File: config.mk
export PLATFORM = sky130hd
export DESIGN_NAME = fifo_stream_reader
export DESIGN_NICKNAME = d
export VERILOG_FILES = /design/src/rtl/fifo_stream_reader_pkg.sv /design/src/rtl/stream_buf2.sv /design/src/rtl/fifo_stream_reader.sv
export SDC_FILE = /design/constraint.sdc
export NUM_CORES = 1
export LEC_CHECK = 0
export ABC_CLOCK_PERIOD_IN_PS = 1950
export CORE_MARGIN = 2
export CORE_UTILIZATION = 30
export CTS_CLUSTER_DIAMETER = 150
export DETAILED_ROUTE_END_ITERATION = 12
export SYNTH_ARGS = -nofsm -noshare
export SYNTH_HDL_FRONTEND = slang
export SYNTH_SLANG_ARGS = --single-unit
File: constraint.sdc
create_clock -name clk -period 1.95 [get_ports clk]
set_input_delay 0.39 -clock clk [delete_from_list [all_inputs] [get_ports clk]]
set_output_delay 0.39 -clock clk [all_outputs]
set_load 0.005 [all_outputs]
File: src/rtl/fifo_stream_reader_pkg.sv
// fifo_stream_reader_pkg: shared sizing helper for the stream reader.
package fifo_stream_reader_pkg;
    function automatic int cnt_width(input int pkt_len);
        return (pkt_len < 2) ? 1 : $clog2(pkt_len);
    endfunction
endpackage

File: src/rtl/stream_buf2.sv
// stream_buf2: 2-entry register FIFO; head is always a register so the output never sees push_data combinationally.
module stream_buf2 #(
    parameter int DATA_WIDTH = 8
) (
    input  logic                  clk,
    input  logic                  rst_n,
    input  logic                  push,
    input  logic [DATA_WIDTH-1:0] push_data,
    input  logic                  pop,
    output logic [1:0]            level,
    output logic [DATA_WIDTH-1:0] head
);
    logic [DATA_WIDTH-1:0] tail;
    always_ff @(posedge clk or negedge rst_n) begin
        if (!rst_n) begin
            level <= '0;
            head  <= '0;
            tail  <= '0;
        end else begin
            case ({push, pop})
                2'b10: begin
                    if (level == 2'd0) head <= push_data;
                    else tail <= push_data;
                    level <= level + 2'd1;
                end
                2'b01: begin
                    head  <= tail;
                    level <= level - 2'd1;
                end
                2'b11: begin
                    if (level == 2'd1) head <= push_data;
                    else begin
                        head <= tail;
                        tail <= push_data;
                    end
                end
                default: ;
            endcase
        end
    end
endmodule

File: src/rtl/fifo_stream_reader.sv
// fifo_stream_reader: drains a registered-read FIFO into a valid/ready stream framed by m_last.
module fifo_stream_reader
    import fifo_stream_reader_pkg::*;
#(
    parameter int DATA_WIDTH = 8,
    parameter int PKT_LEN    = 16
) (
    input  logic                  clk,
    input  logic                  rst_n,
    output logic                  fifo_rd_en,
    input  logic [DATA_WIDTH-1:0] fifo_dout,
    input  logic                  fifo_empty,
    output logic                  m_valid,
    input  logic                  m_ready,
    output logic [DATA_WIDTH-1:0] m_data,
    output logic                  m_last,
    output logic [1:0]            buf_level
);
    localparam int CW = cnt_width(PKT_LEN);
    localparam logic [CW-1:0] LAST = CW'((PKT_LEN > 0) ? PKT_LEN - 1 : 0);
    logic [1:0]    level;
    logic          inflight;
    logic          pop;
    logic [CW-1:0] count;
    stream_buf2 #(.DATA_WIDTH(DATA_WIDTH)) u_buf (
        .clk       (clk),
        .rst_n     (rst_n),
        .push      (inflight),
        .push_data (fifo_dout),
        .pop       (pop),
        .level     (level),
        .head      (m_data)
    );
    assign buf_level = level;
    assign m_valid   = level != 2'd0;
    assign pop       = m_valid && m_ready;
    // Count the in-flight word as already buffered so the buffer can never overflow.
    assign fifo_rd_en = rst_n && !fifo_empty &&
                        (({1'b0, level} + {2'b0, inflight}) < (3'd2 + {2'b0, pop}));
    assign m_last = (PKT_LEN != 0) && m_valid && (count == LAST);
    always_ff @(posedge clk or negedge rst_n) begin
        if (!rst_n) begin
            inflight <= 1'b0;
            count    <= '0;
        end else begin
            inflight <= fifo_rd_en;
            if (pop && PKT_LEN != 0) count <= (count == LAST) ? '0 : count + CW'(1);
        end
    end
endmodule

After elaboration in Yosys (flattened, before gate mapping)
Index checks and enable logic that the tools add are counted.

word-level totals
  bits in registers = 23
  latch bits = 0
  bits in writable memories = 0
  ROM bits = 0
  input bits = 12
  output and inout port bits = 13
  word-level logic and storage cells = 39
  memories = 0

cells by class
  add/subtract/negate cells = 5
  multipliers = 0
  divide/modulo/power cells = 0
  magnitude comparators = 1
  equal/unequal tests = 8
  shifts and indexed selects = 0
  multiplexer cells = 8
  bitwise gates (word level) = 0
  reduce and logical (&&, ||, !) cells = 12

operator list
  cell                                                                      number
  8-bit two-way mux                                                         4
  8-bit case mux with 3 select lines                                        1
  8-bit case mux with 2 select lines                                        1
  2-bit nonzero test                                                        3
  4-bit by 1-bit adder with 4-bit output (second input constant)            1
  2-bit by 1-bit equality test with 1-bit output (second input constant)    2
  2-bit equality test (second input constant)                               2
  4-bit equality test (second input constant)                               1
  1-bit logical AND                                                         4
  4-bit two-way mux                                                         1
  2-bit inequality test (second input constant)                             2
  2-bit case mux with 2 select lines                                        1
  2-bit by 1-bit adder with 3-bit output                                    1
  2-bit by 1-bit adder with 3-bit output (first input constant)             1
  3-bit < comparator                                                        1
  3-bit AND reduction                                                       1
  3-bit nonzero test                                                        1
  2-bit by 1-bit adder with 2-bit output (second input constant)            1
  2-bit zero test                                                           1
  2-bit by 1-bit inequality test with 1-bit output (second input constant)  1
  2-bit AND reduction                                                       1
  2-bit by 1-bit subtractor with 2-bit output (second input constant)       1
  1-bit zero test                                                           1

Depth between registers and ports, before layout
  depth in word-level cells = 5
  depth in mapped cells = 6
  gate-level depth less buffers = 5

Modules after synthesis
From an unflattened synthesis, not the netlist that was laid out.

second synthesis, totals
  cell total of the unflattened synthesis = 114
  area total of the unflattened synthesis = 1,197.4 sq um

by module, submodules not included
  module              times used  cells each  area an instance (sq um)
  stream_buf2         1           85          922.1
  fifo_stream_reader  1           29          275.3

Least setup slack after synthesis
OpenSTA, ideal clock, no wires.

  kind = flip-flop to output port
  from = register u_buf.level[0]
  to = output fifo_rd_en
  arrival time = 1.225 ns
  data required time = 1.560 ns
  slack = 0.335 ns
  cell stages (with the launch flop) = 6
  buffers on the path = 0
  path through = dfrtp_1 inv_1 ha_1 nand2b_1 o21ai_0 and3_1

between the ends
  longest elaborated chain between the ends = 5

RTL lines
  item                                    RTL line                  source
  start: declaration                      stream_buf2.sv:10         output logic [1:0] level,
  start signal: assignment                stream_buf2.sv:24         level <= level + 2'd1;
  start signal: assignment                stream_buf2.sv:28         level <= level - 2'd1;
  2-bit nonzero test                      fifo_stream_reader.sv:35  assign m_valid = level != 2'd0;
  1-bit logical AND                       fifo_stream_reader.sv:36  assign pop = m_valid && m_ready;
  2-bit by 1-bit adder with 3-bit output  fifo_stream_reader.sv:39  (({1'b0, level} + {2'b0, inflight}) < (3'd2 + {2'b0, pop}));
  3-bit < comparator (*)                  fifo_stream_reader.sv:39
  1-bit logical AND (*)                   fifo_stream_reader.sv:38  assign fifo_rd_en = rst_n && !fifo_empty &&
  end: declaration                        fifo_stream_reader.sv:10  output logic fifo_rd_en,

Mark *: on every way between the ends. The rest lies on a longest branch, timed or not.

Worst setup path after layout
Ends and elaborated chain as after synthesis.

==> flow_summary.toml <==
[final_layout]
antenna_cells = 0
fin_util_pct = 41.67
nets = 167
fill_cells = 366
final_cell_area_um2 = 1643
stdcell_count = 198
drive_gt1_share_pct = 25.68
syn_to_final_growth_pct = 36.20

[global_routing]
grt_max_degree = 24
grt_overflow = 0
top_usage_layer = "met2"
met2_usage_pct = 23.76
antenna_found_initial = 0
use_met3_pct = 1.500
grt_pass1_wl_mm = 4.623
grt_use_met1_pct = 16.04
grt_pass1_vias = 997
grt.total_usage_pct = 13.20

[pwr]
pwr-share-clk_pct = 12.1
ir_drop_mv = 0.3625
p_leak_nw = 0.7104
pwr-share-comb_pct = 52.3
p_switching_mw = 0.8323
p_sw_share_pct = 33.97
p_seq_share_pct = 35.6
total_power_mw = 2.450
internal-power_mw = 1.617
power_per_cell_area_nw_per_um2 = 1491

[place]
place_congestion = 0.7859
placed_area_um2 = 1538
hpwl_mm = 1.983
io_buffers = 24
place_ws_ns = -0.2491
dp.cells = 190

[synthesis]
synthSimpleGateAreaFrac_pct = 15.25
syn_avg_cell_area_um2 = 10.77
synth_seq_cells = 23
synth-adder-area-share_pct = 6.224
synth_xor_area_share_pct = 1.452
yosys.area.top_type = "dfrtp_1"
synth_compound_area_share_pct = 11.31
muxShareOfSynthArea_pct = 12.66
netlist_top_cells_area = "dfrtp_1, mux2_4, ha_1, a31oi_1, o21ai_0"
synth_top_family_by_area = "simple AND/OR/NAND/NOR gates"
ys_types = 31
synth_fp_nets = 130
yosysWarnings = 0
synthCells = 112
synth_area_um2 = 1206
ys_seq_area_share_pct = 47.72
synth.top_cell.area_share_pct = 47.72

[timing]
tns_ns = -0.004746
finalClockSkew_ns = 0.001232
period_share_pct = 100.2
holdWs_ns = 0.4924
slew_violations = 0
worst_slew_pin_slew_ns = 0.3296
setup_viol = 1
post-route-min-period_ns = 1.955
max_slew_margin_pct = 77.97
max_freq_mhz = 511.6
setup_slack_ns = -0.004746
hold_violations = 0

[cts]
htreeDepth = 1
hold_buffers = 0
cts_sinks = 23
clock_path_buffers = 2
clockRootBuffer = "clkbuf_8"
numCtsBuffers = 3
insertion_delay_ns = 0.26
clk_pin_slew_ns = 0.08
cts_tree = "built"

[setup_path]
cp.arrival_ns = 1.56
crit_family = "simple AND/OR/NAND/NOR gates"
critPathBufInv = 2
cp_cell_sequence = "inv_1, ha_1, nand2b_1, o21ai_2, and3_4, buf_2"
slowest_delay_ns = 0.37
cp-start-kind = "flip-flop"
crit_type = "flip-flop to output pin"
endpoint_kind = "output pin"
worstPathRequired_ns = 1.56
critical-path-slowest-cell = "dfrtp_1"
worstPathMaxFanout = 2

[drt]
via_per_inst = 4.884
routed_wl_mm = 2.922
ant_nets = 0
first_pass_iters = 4
drt_iter0_markers = 64
drc = 0
wl_per_cell_um = 14.76
via_count = 967

[floorplanning]
dieArea_um2 = 4543
die_w_um = 67.41
fp.dieH_um = 67.41
io_pins = 25
core_um2 = 3943
start_util_pct = 30.59
rows = 23

[run]
cap_violations = 0

[outcome]
violations = "setup timing"
outcome = "complete, but fails checks"

[min_path]
hold_class = "flip-flop to flip-flop"
worst register-to-register path, stage by stage (launching register included):
cell	delay, ns
dfrtp_1	0.40
buf_6	0.13
buf_4	0.12
buf_4	0.13
ha_1	0.23
nand2_2	0.07
and3_4	0.29
mux2_4	0.32
final cells by class:
| type | count | area (um2) | share of cell area (%) |
|---|---|---|---|
| clock buffers | 3 | 41.29 | 2.513 |
| clock inverters | 1 | 5.005 | 0.3046 |
| inverters | 5 | 18.77 | 1.142 |
| multi-input cells | 78 | 601.8 | 36.63 |
| flip-flops and latches | 23 | 575.6 | 35.03 |
| well taps | 50 | 62.56 | 3.808 |
| repair buffers | 38 | 337.8 | 20.56 |
state kept, by name (all words and copies together) (netlist names):
name,cells
inflight,1
u_buf.tail,8
u_buf.level,2
u_buf.head,8
count,4
cells in the final DEF, fill, tap and decap left out, drive strengths merged:
cell / netlist / layout
clkbuf: 0 / 4
a32o: 1 / 1
nor2: 11 / 11
and2: 1 / 1
nor2b: 1 / 1
buf: 6 / 15
nand4: 1 / 1
nand3b: 1 / 1
inv: 5 / 5
a31oi: 8 / 8
mux2i: 1 / 1
dlygate4sd2: 0 / 1
a21oi: 1 / 1
and4b: 1 / 1
o31ai: 1 / 1
ha: 6 / 6
o21ai: 11 / 11
clkinv: 0 / 1
nand3: 8 / 8
nand2b: 2 / 2
and2b: 1 / 1
dfrtp: 23 / 23
nand2: 7 / 7
mux2: 10 / 10
and3: 2 / 2
xnor2: 2 / 2
clkdlybuf4s50: 0 / 21
a32oi: 1 / 1
metal layers:
metal,wire (um),vias up
li1,-,469
met1,1261,472
met2,1545,22
met3,89,4
met4,25,0
met5,0,-
path summary, 6_finish.rpt:
kind	slack (ns)	cells past startpoint	to	from
setup / recovery	-0.005	6	fifo_rd_en	u_buf.level[0]$_DFFE_PN0P_
hold / removal	0.49	1	count[3]$_DFFE_PN0P_	count[3]$_DFFE_PN0P_
setup reg to reg	0.15	7	u_buf.tail[0]$_DFFE_PN0P_	u_buf.level[0]$_DFFE_PN0P_
hold reg to reg	0.49	1	count[3]$_DFFE_PN0P_	count[3]$_DFFE_PN0P_
max in group asynchronous	1.12	2	u_buf.head[5]$_DFFE_PN0P_	rst_n
min in group asynchronous	0.60	2	inflight$_DFF_PN0_	rst_n
power groups by stage:
stage          clock network, mW  logic (mW)  registers, mW
4_1_cts                    0.306        1.20          0.869
6_report                   0.296        1.28          0.873
3_3_place_gp                   0        1.12          0.861
2_1_floorplan                  0       0.665          0.866
3_5_place_dp                   0        1.16          0.883
5_1_grt                    0.327        1.42          0.907
synthesized netlist by cell type:
cell type  instances
nor2b_1            1
nand2_2            1
and4b_1            1
and2_1             1
nand3b_1           1
and2b_1            1
mux2_4             8
a21oi_1            1
mux2_2             2
dfrtp_1           23
o21ai_1            1
a32o_1             1
nor2_1            11
nand4_1            1
nand2_1            6
a32oi_1            1
ha_1               6
buf_6              2
and3_4             1
nand3_1            8
and3_1             1
a31oi_1            8
o21ai_0           10
buf_2              1
o31ai_1            1
buf_4              2
mux2i_1            1
buf_1              1
nand2b_1           2
inv_1              5
xnor2_1            2
logic make-up after synthesis:
group | Yosys count
AOI/OAI and AO/OA | 23
xor gates and xnor gates | 2
adders and majority gates | 6
buffers and inverters | 11
DFF | 23
muxes | 11
and+or+nand+nor | 36
repair_timing:
| action | 4_1_cts | 5_1_grt |
|---|---|---|
| pin swaps | 1 | 2 |
| resized for setup | 9 | 8 |
| endpoints found under the setup margin | 3 | 2 |
| buffers inserted | 3 | 1 |
(Power assumes the default switching activity.)
